File: config.mk
export PLATFORM = sky130hd
export DESIGN_NAME = timer_panel
export DESIGN_NICKNAME = d
export VERILOG_FILES = /design/src/rtl/timer_panel.sv
export SDC_FILE = /design/constraint.sdc
export NUM_CORES = 1
export LEC_CHECK = 0
export ABC_AREA = 1
export BUFFER_PORTS_ARGS = -buffer_cell sky130_fd_sc_hd__buf_4
export CAP_MARGIN = 20
export CORE_UTILIZATION = 59
export DETAILED_ROUTE_END_ITERATION = 8
export GPL_ROUTABILITY_DRIVEN = 0
export MAX_ROUTING_LAYER = met4
export PLACE_DENSITY_LB_ADDON = 0.3
export SYNTH_ARGS = -nofsm -noshare
export SYNTH_HDL_FRONTEND = slang
export SYNTH_HIERARCHICAL = 1
export SYNTH_SLANG_ARGS = --single-unit
File: constraint.sdc
create_clock -name clk -period 1.9 [get_ports clk]
set_clock_uncertainty 0.05 [all_clocks]
set_input_delay 0.095 -clock clk [delete_from_list [all_inputs] [get_ports clk]]
set_output_delay 0.095 -clock clk [all_outputs]
set_load 0.02 [all_outputs]
File: src/rtl/timer_panel.sv
// timer_panel: debounced front-panel editor that presets, loads and supervises the h/m/s timer.
// One debounce lane per button feeds a single-action, priority-resolved control FSM.

module timer_panel_btn #(
    parameter int DEB_CYCLES = 16
) (
    input  logic clk,
    input  logic cut_n,
    input  logic raw,
    output logic press
);
    localparam int CW = $clog2(DEB_CYCLES + 1);

    logic [1:0]    sync;
    logic [CW-1:0] cnt;
    logic          stable;

    // press fires in the same edge that the stable value rises
    always_ff @(posedge clk) begin
        if (!cut_n) begin
            sync   <= '0;
            cnt    <= '0;
            stable <= 1'b0;
            press  <= 1'b0;
        end else begin
            sync  <= {sync[0], raw};
            press <= 1'b0;
            if (sync[1] == stable) begin
                cnt <= '0;
            end else if (cnt == CW'(DEB_CYCLES - 1)) begin
                cnt    <= '0;
                stable <= sync[1];
                press  <= sync[1];
            end else begin
                cnt <= cnt + 1'b1;
            end
        end
    end
endmodule

module timer_panel #(
    parameter int WIDTH      = 16,
    parameter int HOUR_MAX   = 99,
    parameter int DEB_CYCLES = 16
) (
    input  logic             clk,
    input  logic             cut_n,
    input  logic             btn_mode,
    input  logic             btn_inc,
    input  logic             btn_dec,
    input  logic             btn_go,
    input  logic             btn_stop,
    input  logic             buzy_n,
    input  logic             alarm,
    output logic [WIDTH-1:0] insec,
    output logic [WIDTH-1:0] inmin,
    output logic [WIDTH-1:0] inhour,
    output logic             up,
    output logic             write,
    output logic             start,
    output logic             abort,
    output logic [1:0]       field,
    output logic [1:0]       state,
    output logic             done_led
);
    typedef enum logic [1:0] {EDIT = 2'd0, ARM = 2'd1, RUN = 2'd2, DONE = 2'd3} state_t;

    localparam int NUM_BTN = 5;
    localparam int B_STOP = 0, B_GO = 1, B_MODE = 2, B_INC = 3, B_DEC = 4;
    localparam logic [1:0] F_SEC = 2'd0, F_MIN = 2'd1, F_HOUR = 2'd2;
    localparam logic [WIDTH-1:0] SEC_MAX = WIDTH'(59);
    localparam logic [WIDTH-1:0] HR_MAX  = WIDTH'(HOUR_MAX);

    state_t             st;
    logic [NUM_BTN-1:0] raw, press, act;

    assign raw = {btn_dec, btn_inc, btn_mode, btn_go, btn_stop};

    for (genvar i = 0; i < NUM_BTN; i++) begin : g_btn
        timer_panel_btn #(.DEB_CYCLES(DEB_CYCLES)) u_btn (
            .clk  (clk),
            .cut_n(cut_n),
            .raw  (raw[i]),
            .press(press[i])
        );
    end

    // keep only the lowest-index press: stop > go > mode > inc > dec
    assign act   = press & (~press + NUM_BTN'(1));
    assign state = st;

    function automatic logic [WIDTH-1:0] step(input logic [WIDTH-1:0] v,
                                              input logic [WIDTH-1:0] lim,
                                              input logic             dn);
        if (dn) return (v == '0) ? lim : v - 1'b1;
        else    return (v >= lim) ? '0 : v + 1'b1;
    endfunction

    always_ff @(posedge clk) begin
        if (!cut_n) begin
            st       <= EDIT;
            insec    <= '0;
            inmin    <= '0;
            inhour   <= '0;
            up       <= 1'b1;
            field    <= F_SEC;
            write    <= 1'b0;
            start    <= 1'b0;
            abort    <= 1'b0;
            done_led <= 1'b0;
        end else begin
            write <= 1'b0;
            start <= 1'b0;
            abort <= 1'b0;
            case (st)
                EDIT: begin
                    if (act[B_STOP]) begin
                        insec  <= '0;
                        inmin  <= '0;
                        inhour <= '0;
                        abort  <= 1'b1;
                    end else if (act[B_GO]) begin
                        if (buzy_n) begin
                            write <= 1'b1;
                            st    <= ARM;
                        end
                    end else if (act[B_MODE]) begin
                        field <= field + 2'd1;
                    end else if (act[B_INC] || act[B_DEC]) begin
                        case (field)
                            F_SEC:   insec  <= step(insec,  SEC_MAX, act[B_DEC]);
                            F_MIN:   inmin  <= step(inmin,  SEC_MAX, act[B_DEC]);
                            F_HOUR:  inhour <= step(inhour, HR_MAX,  act[B_DEC]);
                            default: up     <= ~up;
                        endcase
                    end
                end
                // write cycle issues start; the start cycle moves on to RUN
                ARM: begin
                    if (act[B_STOP]) begin
                        abort <= 1'b1;
                        st    <= EDIT;
                    end else if (write) begin
                        start <= 1'b1;
                    end else begin
                        st <= RUN;
                    end
                end
                RUN: begin
                    if (act[B_STOP]) begin
                        abort <= 1'b1;
                        st    <= EDIT;
                    end else if (alarm) begin
                        st       <= DONE;
                        done_led <= 1'b1;
                    end
                end
                DONE: begin
                    if (|press) begin
                        st       <= EDIT;
                        done_led <= 1'b0;
                    end
                end
                default: st <= EDIT;
            endcase
        end
    end
endmodule
# Word-level counts from Yosys, hierarchy flattened
# Index checks and enable logic that the tools add are counted.
[word_totals]
ff_bits = 102
output_inout_bits = 57
latch_bits = 0
wordCells = 170
romBits = 0
ram_bits = 0
memories = 0
[op_classes]
multipliers = 0
div_mod_pow = 0
order_cmp = 3
mux = 40
n_eq_ne = 25
bitwise_logic = 20
reduce_logical = 39
shifts = 0
n_addsub = 13
[ops]
columns = ["operator", "count"]
rows = [
  ["$mux 16", 24],
  ["$add 16x1->16 const B", 3],
  ["$logic_not 16->1", 3],
  ["$sub 16x1->16 const B", 3],
  ["$reduce_or 3->1", 13],
  ["$ge 16x6->1 const B", 2],
  ["$add 5x1->5 const B", 6],
  ["$eq 5x4->1 const B", 5],
  ["$not 1->1", 18],
  ["$ge 16x7->1 const B", 1],
  ["$mux 2", 8],
  ["$ne 2x2->1 const B", 8],
  ["$reduce_and 5->1", 3],
  ["$reduce_and 2->1", 6],
  ["$reduce_and 6->1", 2],
  ["$reduce_bool 2->1", 5],
  ["$pmux 2 s4", 1],
  ["$reduce_and 4->1", 2],
  ["$eq 2x2->1 const B", 3],
  ["$mux 1", 6],
  ["$ne 3x3->1 const B", 2],
  ["$and 5x5->5", 1],
  ["$eq 1x1->1", 5],
  ["$not 5->5", 1],
  ["7 further kinds", 9],
]

# Depth between registers and ports, before layout
# Gate-level depths: netlist of the first run.
[depth]
depth_word = 9
ltp_mapped = 11

# By module
# Netlist of the first run, hierarchy kept.
[modules_own_cells]
columns = ["mod", "area_each_um2", "n_inst", "cells_each"]
rows = [
  ["timer_panel", 4177.8, 1, 703],
  ["timer_panel_btn", 340.3, 5, 41],
]

# Worst setup path after synthesis of the first run
# Ideal clock, no wire load.
[synth_path]
path_kind = "reg2reg"
from = "reg field[0]"
to = "reg insec[5]"
arrival_time_ns = 1.547
setup_slack_ns = 0.233
path_stages_with_launch = 7
t_required_ns = 1.780
setup_time_ns = 0.070
path_cell_list = "dfxtp_1 inv_1 ha_1 o211ai_1 buf_4 nand2_1 a21oi_1"
[synth_between]
elab_chain_len = 3
[synth_rtl]
columns = ["item", "line", "source"]
rows = [
  ["from (decl)", "62", "output logic [1:0] field,"],
  ["from (signal assigned)", "128", "field <= field + 2'd1;"],
  ["$logic_not 2->1", "130", "case (field)"],
  ["$reduce_bool 2->1 (no source line)", "-", ""],
  ["$reduce_and 5->1 (no source line)", "-", ""],
  ["to (signal assigned)", "131", "F_SEC: insec <= step(insec, SEC_MAX, act[B_DEC]);"],
  ["to (decl)", "55", "output logic [WIDTH-1:0] insec,"],
]
# Every way passes these cells.
# A chain may end at the register's enable or synchronous reset.

# Worst setup path in the final report of the first run
[layout_path]
from = "reg inmin[0]"
to = "reg inmin[10]"
[layout_between]
elab_chain_len = 8
word_cells_on_any_way = 12
classes_between = "add/sub (2); order compare (1); mux (8); reduce/logical (1)"
[layout_rtl]
columns = ["item", "line", "source"]
rows = [
  ["from (decl)", "56", "output logic [WIDTH-1:0] inmin,"],
  ["from (signal assigned)", "132", "F_MIN: inmin <= step(inmin, SEC_MAX, act[B_DEC]);"],
  ["$add 16x1->16 (tied with other cells)", "96", "else return (v >= lim) ? '0 : v + 1'b1;"],
  ["$mux 16, on equally long branches", "96, 95", ""],
  ["$mux 16 (*)", "95", "if (dn) return (v == '0) ? lim : v - 1'b1;"],
  ["$mux 16 (*)", "130", ""],
  ["$mux 16 (*)", "129", "end else if (act[B_INC] || act[B_DEC]) begin"],
  ["$mux 16 (*)", "127", "end else if (act[B_MODE]) begin"],
  ["$mux 16 (*)", "122", "end else if (act[B_GO]) begin"],
  ["$mux 16 (*)", "117", "if (act[B_STOP]) begin"],
]
# Every way passes the cells marked *; elsewhere a longest branch is shown, timed or not. The select of a mux whose other input is x is not followed.

==> summary.md, run 1 <==
| Metric | Value |
|---|---|
| Initial core utilization | 60.4% |
| Achievable Freq | 573 MHz |
| Worst-path clk slew | 110 ps |
| Slowest-stage cell, CP | dfxtp_2 |
| Die X-Extent | 102 µm |
| H-tree levels | 3 |
| Initial antenna violation count | 0 |
| Post-synthesis xor/xnor area fraction | 4.02% |
| Most common cell after layout, fill and taps aside | nand2_1 |
| Core area | 0.00973 mm² |
| DRT iter0 DRCs | 247 |
| Syn Nets | 940 |
| Layout cells sized above 1 | 13.5% |
| Min Tclk post-route | 1750 ps |
| Commonest cells after routing, fill and taps aside | 258 x nand2_1, 132 x nor2_1, 106 x inv_1 |
| Clk root buf | clkbuf_8 |
| Max cap viols | 0 |
| Grt total ovfl | 0 |
| Crit path max-delay family | simple AND/OR/NAND/NOR gates |
| Adder-cell share of the synthesized area | 4.89% |
| Footprint of the multi-input gates | 0.00329 mm² |
| Combinational family with the most area after synthesis | simple AND/OR/NAND/NOR gates |
| Post-Layout Cell Count | 1132 |
| Cells along the critical path | inv_1 > ha_1 > nand2_1 > nor2_1 > nand3b_1 > a21oi_1 > nand2_1 > a21oi_1 |
| Sink Count | 102 |
| Vias | 5849 |
| Max FO, Critical Path | 6 |
| Largest cells by area after synthesis | dfxtp_1 35%, nand2_1 16%, nor2_1 8.5%, inv_1 6.8%, nand3_1 6.5% |
| Critical Path Start | inmin[0]$_SDFFE_PN0P_ |
| # port buffers | 65 |
| Final TNS setup | 0 ps |
| Slew @ Worst Pin | 369 ps |
| CTS tree | done |
| Max_slew headroom | 75.4% |
| Post-DP Area | 0.00661 mm² |
| Rows | 36 |
| Routed WL | 13500 µm |
| Num CTS Buffers | 9 |
| Post-Syn Area per Cell | 6.48 µm² |
| Synth cell types | 32 |
| Drt drc | 0 |
| Largest stage delay on the critical path | 370 ps |
| Setup crit start kind | flop |
| # IOs | 66 |
| # nets final | 1026 |
| First-pass GRT wire length | 22500 µm |
| Crit path capture type | flop |
| Yosys top cell area share | 34.7% |
| Hold Slack | 49.3 ps |
| Maximum vdd drop | 0.554 mV |
| Slew Limit Fails | 0 |
| Synth area leader | dfxtp_1 |
| All-layer global routing usage | 28.1% |
| Number of global-route vias before repair | 5127 |
| Clock buffer depth | 2 |
| Reg-to-reg endpoint | inmin[10]$_SDFFE_PN0P_ |
| Critical Path AT | 2010 ps |
| Die Ht | 102 µm |
| Post-Syn Area | 0.00588 mm² |
| Antenna-violating nets left | 0 |
| RSZ-0062 raised after global routing | no |
| Largest net degree at the start of global routing | 29 |
| Critical setup path kind | reg -> reg |
| Mux share of post-synthesis cell area | 0% |
| Status | completed |
| Leak | 3.30 nW |
| Clock Latency Late Sink | 380 ps |
| Power per cell area | 521 mW/mm² |
| Design Area, Final | 0.00689 mm² |
| Ys Warns | 6 |
| DP Cell Count | 1107 |
| Hold Crit Class | in -> reg |
| Simple-Gate Fraction of Synth Area | 38.8% |
| Finished Core Util | 70.8% |
| Setup slack, reg-to-reg | 150 ps |
| Reg area | 0.00204 mm² |
| R2R depth | 8 |
| Worst hold endpoint | start$_SDFF_PP0_ |
| Die area | 0.0104 mm² |
| Post-DP HPWL | 10000 µm |
| Final hold vios | 0 |
| Required time of the worst setup path | 2160 ps |
| Hold_sp | cut_n |
| Initial DRT Pass Iterations | 5 |
| Antenna cell count | 0 |
| Setup violators final | 0 |
| Vias per std cell | 5.17 |
| Worst R2R Start | inmin[0]$_SDFFE_PN0P_ |
| Fillers | 865 |
| WHS Path Cells | 3 |
| Crit share post-route | 91.9% |
| Buffers & Inverters on Critical Path | 1 |
| WL/cell | 11.9 µm |
| Sequential cell area fraction in the yosys report | 34.7% |
| Post-Synthesis Cells | 908 |
| Flops & latches, synth | 102 |
| Area added between synthesis and finish | 17.2% |
| Compound-gate portion of the synthesized area | 8.24% |
-- registers in the layout, summed over array words and instances (netlist names) --
signal / cells
up: 1
done_led: 1
abort: 1
g_btn.u_btn/press: 5
g_btn.u_btn/stable: 5
g_btn.u_btn/cnt: 25
write: 1
start: 1
field: 2
inhour: 16
insec: 16
g_btn.u_btn/sync: 10
state: 2
inmin: 16
-- worst max path at each step --
stage,endpoint,slack [ps],cells past startpoint
after floorplan,insec[5]$_SDFFE_PN0P_,230,6
after global placement,insec[4]$_SDFFE_PN0P_,220,9
after detailed placement,inmin[10]$_SDFFE_PN0P_,160,8
after CTS,inmin[10]$_SDFFE_PN0P_,130,8
after global routing,inmin[9]$_SDFFE_PN0P_,4,7
final,inmin[10]$_SDFFE_PN0P_,150,8
-- synthesized netlist by cell type, drive strengths merged --
cell type,number
nor3,11
nand3b,11
a21oi,58
o21ai,23
nor2,145
a21o,1
inv,113
buf,14
dfxtp,102
o211ai,2
o31ai,1
ha,23
clkinv,2
o21bai,1
nand4,26
xnor2,6
clkbuf,7
xor2,21
nand2,260
nand3,76
a21boi,5
-- per-stage QoR --
| stage | setup slack, ps | power [mW] |
|---|---|---|
| CTS | 129 | 3.62 |
| floorplan | 233 | 2.24 |
| detailed placement | 163 | 2.28 |
| global route | 4.35 | 3.73 |
| finish | 154 | 3.59 |
| global placement | 225 | 2.28 |
-- worst min-delay path: stages --
cell	delay, ps
buf_4	100
inv_2	130
nor2_1	120
-- logic make-up (layout without fill, tap and decap cells) --
| logic type | count (synthesis) | after routing |
|---|---|---|
| simple gates | 529 | 529 |
| buf+inv | 136 | 227 |
| flops | 102 | 102 |
| compound gates | 91 | 91 |
| xor+xnor | 27 | 27 |
| fa+ha+maj | 23 | 23 |
-- power breakdown --
group,switching (mW),internal [mW]
logic,0.0510,0.0370
clock network,0.810,0.535
registers,0.00758,2.15
-- routing by layer --
metal / vias up / global-route usage, % / part of all wire, %
met3: 25 / 5.61 / 6.1
li1: 3054 / - / -
met4: 0 / 10.0 / 2.0
met2: 158 / 47.5 / 48
met5: - / - / 0
met1: 2612 / 33.1 / 44
-- final cells by class --
cell class	count	area share, %
multi-input cells	670	47.8
flip-flops and latches	102	29.7
repair buffers	96	11.1
inverters	115	6.27
well taps	133	2.42
clock buffers	10	2.00
clock inverters	6	0.763
-- timing repair --
action,in CTS,in global routing
hold endpoints to repair,7,0
hold buffers,7,0
endpoints found under the setup margin,0,12
setup buffers,0,2
gates resized for setup,0,3
Note: power is estimated with default switching activity, not from simulation.
==> run 2, diff against run 1 <==
--- a/config.mk
+++ b/config.mk
@@ -11,6 +11,7 @@
 export CORE_UTILIZATION = 59
 export DETAILED_ROUTE_END_ITERATION = 8
 export GPL_ROUTABILITY_DRIVEN = 0
+export HOLD_SLACK_MARGIN = 0.12
 export MAX_ROUTING_LAYER = met4
 export PLACE_DENSITY_LB_ADDON = 0.3
 export SYNTH_ARGS = -nofsm -noshare
==> constraint.sdc (replaced) <==
create_clock -name clk -period 1.7 [get_ports clk]
set_clock_uncertainty 0.05 [all_clocks]
set_input_delay 0.085 -clock clk [delete_from_list [all_inputs] [get_ports clk]]
set_output_delay 0.085 -clock clk [all_outputs]
set_load 0.02 [all_outputs]
==> run 2 against run 1 <==
Net effect: sequential power up 12%; power rose by 15%; clock power increased by 20%; non-clock buffer count rose by 42; combinational power up 15%; die area did not move; global-route usage up 0.97 points; flip-flop and latch count unchanged; setup slack worse by 55 ps; critical endpoint is now inmin[14]$_SDFFE_PN0P_.
==> summary.md, run 2 (same netlist as run 1, synthesis figures left out) <==
| Metric | Value |
|---|---|
| RSZ-0062 raised after global routing | yes |
| Combinational share of power | 2.4% |
| Number of flip-flops under the largest register name | 25 |
| Num CTS Buffers | 9 |
| Buffers & Inverters on Critical Path | 1 |
| Setup violators final | 0 |
| GRT met1 Usage | 32.4% |
| Clock Latency Late Sink | 380 ps |
| Max_slew headroom | 71.4% |
| Internal Power | 3.16 mW |
| Sink Count | 102 |
| Slew Limit Fails | 0 |
| Clock buffer depth | 2 |
| Power Total | 4.13 mW |
| Slew @ Worst Pin | 428 ps |
| Critical setup path kind | reg -> reg |
| Min Tclk post-route | 1600 ps |
| CTS tree | done |
| # IOs | 66 |
| Number of global-route vias before repair | 5602 |
| Area added between synthesis and finish | 24.2% |
| Largest reg by FF count | g_btn.u_btn/cnt |
| # nets final | 1070 |
| Drt drc | 0 |
| Die area | 0.0104 mm² |
| Antenna cell count | 0 |
| Status | completed |
| # port buffers | 65 |
| Die X-Extent | 102 µm |
| Fillers | 821 |
| Hold Slack | 370 ps |
| Slowest-stage cell, CP | dfxtp_1 |
| Post-DP Area | 0.00690 mm² |
| Rows | 36 |
| Post-DP HPWL | 10300 µm |
| Maximum vdd drop | 0.689 mV |
| Largest stage delay on the critical path | 360 ps |
| Top Usage Layer GRT | met2 |
| Final TNS setup | 0 ps |
| Switch share | 23.6% |
| Setup crit start kind | flop |
| Final hold vios | 0 |
| Cells along the critical path | inv_2 > ha_1 > nand2_1 > nor2_1 > nand2_1 > nand2_1 > nand2_1 > nand3b_1 > a21oi_1 |
| Grt total ovfl | 0 |
| Required time of the worst setup path | 1970 ps |
| Layout cells sized above 1 | 19.1% |
| DRT iter0 DRCs | 273 |
| Achievable Freq | 625 MHz |
| Routed WL | 14200 µm |
| Max cap viols | 0 |
| First-pass GRT wire length | 23500 µm |
| Flop pwr share | 58.4% |
| Initial DRT Pass Iterations | 5 |
| Antenna-violating nets left | 0 |
| Crit share post-route | 94.2% |
| Grt met3 use | 6.43% |
| Most used cell, CP | nand2_1 |
| WL/cell | 12.1 µm |
| Clk root buf | clkbuf_8 |
| Hold Crit Class | reg -> reg |
| Vias per std cell | 5.19 |
| Crit path capture type | flop |
| Most common cell after layout, fill and taps aside | nand2_1 |
| Core area | 0.00973 mm² |
| Vias | 6103 |
| Met2 usage | 51.1% |
| Initial core utilization | 60.4% |
| Commonest cells after routing, fill and taps aside | 258 x nand2_1, 125 x buf_4, 124 x nor2_1 |
| Crit path max-delay family | simple AND/OR/NAND/NOR gates |
| Clock network fraction of design power | 39.2% |
| Leak | 3.54 nW |
| Design Area, Final | 0.00730 mm² |
| Largest net degree at the start of global routing | 29 |
| Critical Path AT | 1870 ps |
| Switch Pwr | 0.974 mW |
| Die Ht | 102 µm |
| H-tree levels | 3 |
| All-layer global routing usage | 29.0% |
| Initial antenna violation count | 0 |
| Max FO, Critical Path | 6 |
| Worst-path clk slew | 100 ps |
| Power per cell area | 565 mW/mm² |
run 2: path summary, 6_finish.rpt:
path,start,end,slack [ps],cells past startpoint
max,inmin[0]$_SDFFE_PN0P_,inmin[14]$_SDFFE_PN0P_,100,9
min,g_btn[2].u_btn/sync[0]$_SDFF_PN0_,g_btn[2].u_btn/sync[1]$_SDFF_PN0_,370,2
max reg2reg,inmin[0]$_SDFFE_PN0P_,inmin[14]$_SDFFE_PN0P_,100,9
min reg2reg,g_btn[2].u_btn/sync[0]$_SDFF_PN0_,g_btn[2].u_btn/sync[1]$_SDFF_PN0_,370,2
run 2: area by class of cell:
class                      instances  area, µm²  share of cell area [%]
multi-input combinational        670       3330                    45.6
timing repair buffer             138       1090                    15.0
sequential                       102       2050                    28.1
timing repair inverter             2       12.5                   0.171
clock inverter                     6       75.1                    1.03
clock buffer                      10        128                    1.75
tap                              133        166                    2.28
inverter                         115        443                    6.06
run 2: layer usage:
| layer | vias up | share of wire, % |
|---|---|---|
| li1 | 3144 | - |
| met1 | 2784 | 44 |
| met2 | 160 | 50 |
| met3 | 15 | 5.2 |
| met4 | 0 | 1.4 |
| met5 | - | 0 |
run 2: worst min-delay path: cells and delay by family, from the launching register on:
family	cells	cell delay (ps)
flops	1	320
buf+inv	1	40
simple gates	1	40
run 2: per-stage QoR:
step           std cells  setup slack (ps)  utilization (%)
3_3_place_gp        1146              7.85             70.9
6_report            1176              99.2             75.1
2_1_floorplan        908              32.9                -
4_1_cts             1171              31.5             74.0
3_5_place_dp        1146             -9.96             70.9
5_1_grt             1176             -56.3             75.1
run 2: repair_timing:
| item | in CTS | in global routing |
|---|---|---|
| setup buffers | 0 | 4 |
| cloned | 0 | 2 |
| hold endpoints to repair | 23 | 0 |
| endpoints found under the setup margin | 8 | 46 |
| gates resized for setup | 1 | 33 |
| pin swaps | 0 | 2 |
| hold buffers | 9 | 0 |
run 2: power groups by stage:
stage / Clock (mW) / Combinational [mW] / Sequential, mW
after global placement: 0 / 0.0828 / 2.47
after CTS: 1.66 / 0.0997 / 2.41
after detailed placement: 0 / 0.0852 / 2.47
after floorplan: 0 / 0.0404 / 2.46
final: 1.62 / 0.101 / 2.41
after global routing: 1.75 / 0.111 / 2.41
==> run 3, diff against run 2 <==
--- a/config.mk
+++ b/config.mk
@@ -6,10 +6,11 @@
 export NUM_CORES = 1
 export LEC_CHECK = 0
 export ABC_AREA = 1
-export BUFFER_PORTS_ARGS = -buffer_cell sky130_fd_sc_hd__buf_4
 export CAP_MARGIN = 20
-export CORE_UTILIZATION = 59
+export CORE_UTILIZATION = 60
+export CTS_BUF_LIST = sky130_fd_sc_hd__clkbuf_4
 export DETAILED_ROUTE_END_ITERATION = 8
+export DONT_BUFFER_PORTS = 1
 export GPL_ROUTABILITY_DRIVEN = 0
 export HOLD_SLACK_MARGIN = 0.12
 export MAX_ROUTING_LAYER = met4
==> run 3 against run 2 <==
Net effect: non-clock buffer count decreased by 35; combinational power decreased by 12%; register-to-register slack got worse by 50 ps.
==> summary.md, run 3 (same netlist as run 1, synthesis figures left out) <==
| Metric | Value |
|---|---|
| Post-DP Area | 0.00651 mm² |
| R2R depth | 11 |
| Combinational share of power | 2.3% |
| Critical setup path kind | reg -> reg |
| Worst R2R Start | inmin[0]$_SDFFE_PN0P_ |
| Rows | 35 |
| Worst hold endpoint | g_btn[0].u_btn/sync[1]$_SDFF_PN0_ |
| Top Usage Layer GRT | met2 |
| H-tree levels | 3 |
| Crit share post-route | 97.3% |
| Antenna cell count | 0 |
| Clk root buf | clkbuf_4 |
| Clock buffer depth | 2 |
| Die area | 0.0102 mm² |
| Hold_sp | cut_n |
| # nets final | 1034 |
| # port buffers | 0 |
| RSZ-0062 raised after global routing | yes |
| Worst-path clk slew | 150 ps |
| Vias per std cell | 5.36 |
| Layout cells sized above 1 | 17.2% |
| Die Ht | 101 µm |
| Power Total | 3.81 mW |
| Number of global-route vias before repair | 5341 |
| Switch Pwr | 0.891 mW |
| Min Tclk post-route | 1650 ps |
| Fillers | 736 |
| Internal Power | 2.92 mW |
| DP Worst Slack | 37.7 ps |
| Slew Limit Fails | 0 |
| DRT iter0 DRCs | 365 |
| Reg-to-reg endpoint | inmin[2]$_SDFFE_PN0P_ |
| Slew @ Worst Pin | 799 ps |
| Grt met3 use | 5.55% |
| Setup ws final | 46.6 ps |
| Most common cell after layout, fill and taps aside | nand2_1 |
| Largest net degree at the start of global routing | 34 |
| Switch share | 23.4% |
| Crit path capture type | flop |
| Routed WL | 14700 µm |
| Drt drc | 0 |
| CTS tree | done |
| Area added between synthesis and finish | 20.6% |
| All-layer global routing usage | 28.9% |
| Grt total ovfl | 0 |
| Met2 usage | 49.9% |
| Largest reg by FF count | g_btn.u_btn/cnt |
| Setup crit start kind | flop |
| Vias | 6094 |
| Setup slack, reg-to-reg | 50 ps |
| Final hold vios | 0 |
| Antenna-violating nets left | 0 |
| # IOs | 66 |
| Power per cell area | 537 mW/mm² |
| Sink Count | 102 |
| Reg area | 0.00206 mm² |
| Post-DP HPWL | 9960 µm |
| Required time of the worst setup path | 2040 ps |
| Design Area, Final | 0.00709 mm² |
| Number of flip-flops under the largest register name | 25 |
| Commonest cells after routing, fill and taps aside | 253 x nand2_1, 119 x nor2_1, 104 x inv_1 |
| Setup violators final | 0 |
| Footprint of the multi-input gates | 0.00342 mm² |
| Final TNS setup | 0 ps |
| Flop pwr share | 63.3% |
| Hold Slack | 211 ps |
| DP Cell Count | 1091 |
| Achievable Freq | 605 MHz |
| Max FO, Critical Path | 5 |
| First-pass GRT wire length | 23100 µm |
| GRT met1 Usage | 34.3% |
| Clock Latency Late Sink | 460 ps |
| Initial core utilization | 62.7% |
| Max cap viols | 0 |
| Finished Core Util | 75.7% |
| Post-Layout Cell Count | 1136 |
| Initial antenna violation count | 0 |
| Num CTS Buffers | 9 |
| Critical Path AT | 1990 ps |
| WL/cell | 12.9 µm |
| Hold Crit Class | in -> reg |
| Core area | 0.00937 mm² |
| Status | completed |
| WHS Path Cells | 3 |
| Leak | 3.34 nW |
| Maximum vdd drop | 0.515 mV |
| Clock network fraction of design power | 34.3% |
| Initial DRT Pass Iterations | 5 |
| Max_slew headroom | 46.7% |
| Die X-Extent | 101 µm |
run 3: changes by cell type in the layout (fill, tap and decap cells not counted), sizes merged:
cell	delta
buf	-42
dlygate4sd3	+5
clkbuf	+1
clkinvlp	-1
dlymetal6s4s	+1
run 3: how the worst max path moves through the flow:
| stage | startpoint | endpoint | slack [ps] |
|---|---|---|---|
| 2_1_floorplan | field[0]$_SDFFE_PN0P_ | insec[5]$_SDFFE_PN0P_ | 30 |
| 3_3_place_gp | inmin[0]$_SDFFE_PN0P_ | inmin[4]$_SDFFE_PN0P_ | 20 |
| 3_5_place_dp | inmin[0]$_SDFFE_PN0P_ | inmin[4]$_SDFFE_PN0P_ | 40 |
| 4_1_cts | cut_n | inmin[0]$_SDFFE_PN0P_ | 3 |
| 5_1_grt | g_btn[0].u_btn/press$_SDFF_PP0_ | inmin[1]$_SDFFE_PN0P_ | -50 |
| 6_report | inmin[0]$_SDFFE_PN0P_ | inmin[2]$_SDFFE_PN0P_ | 50 |
run 3: routing by layer:
| metal | vias to the layer above | part of all wire, % |
|---|---|---|
| met4 | 0 | 1.1 |
| li1 | 3071 | - |
| met2 | 227 | 49 |
| met5 | - | 0 |
| met3 | 17 | 7.4 |
| met1 | 2779 | 43 |
run 3: power groups by stage:
stage / Sequential [mW] / Clock, mW / Combinational, mW
finish: 2.41 / 1.31 / 0.0885
global route: 2.42 / 1.44 / 0.0964
CTS: 2.42 / 1.33 / 0.0847
detailed placement: 2.47 / 0 / 0.0540
global placement: 2.47 / 0 / 0.0529
floorplan: 2.46 / 0 / 0.0404
run 3: timing repair:
| item | 4_1_cts | 5_1_grt |
|---|---|---|
| gates cloned | 0 | 3 |
| setup buffers | 0 | 12 |
| endpoints found under the hold margin | 75 | 0 |
| hold buffers | 14 | 0 |
| setup endpoints to repair | 4 | 48 |
| pin swaps | 0 | 10 |
| gates resized for setup | 4 | 57 |
run 3: worst max-delay path, cell delays in order (launching register included):
cell and delay [ps]:
dfxtp_2 350, buf_4 150, ha_2 210, nor2_4 130, nor2_1 60, nor2_1 130, nand2_2 130, nor2_4 110
nand2_1 70, nand2_1 50, nand2_1 50, a21oi_1 110
run 3: cell type report:
type	instances	area share, %
Multi-Input combinational cell	670	48.2
Sequential cell	102	29.0
Timing Repair Buffer	103	12.2
Inverter	115	6.24
Tap cell	129	2.28
Clock buffer	10	1.06
Clock inverter	6	0.953
Timing Repair inverter	1	0.0706
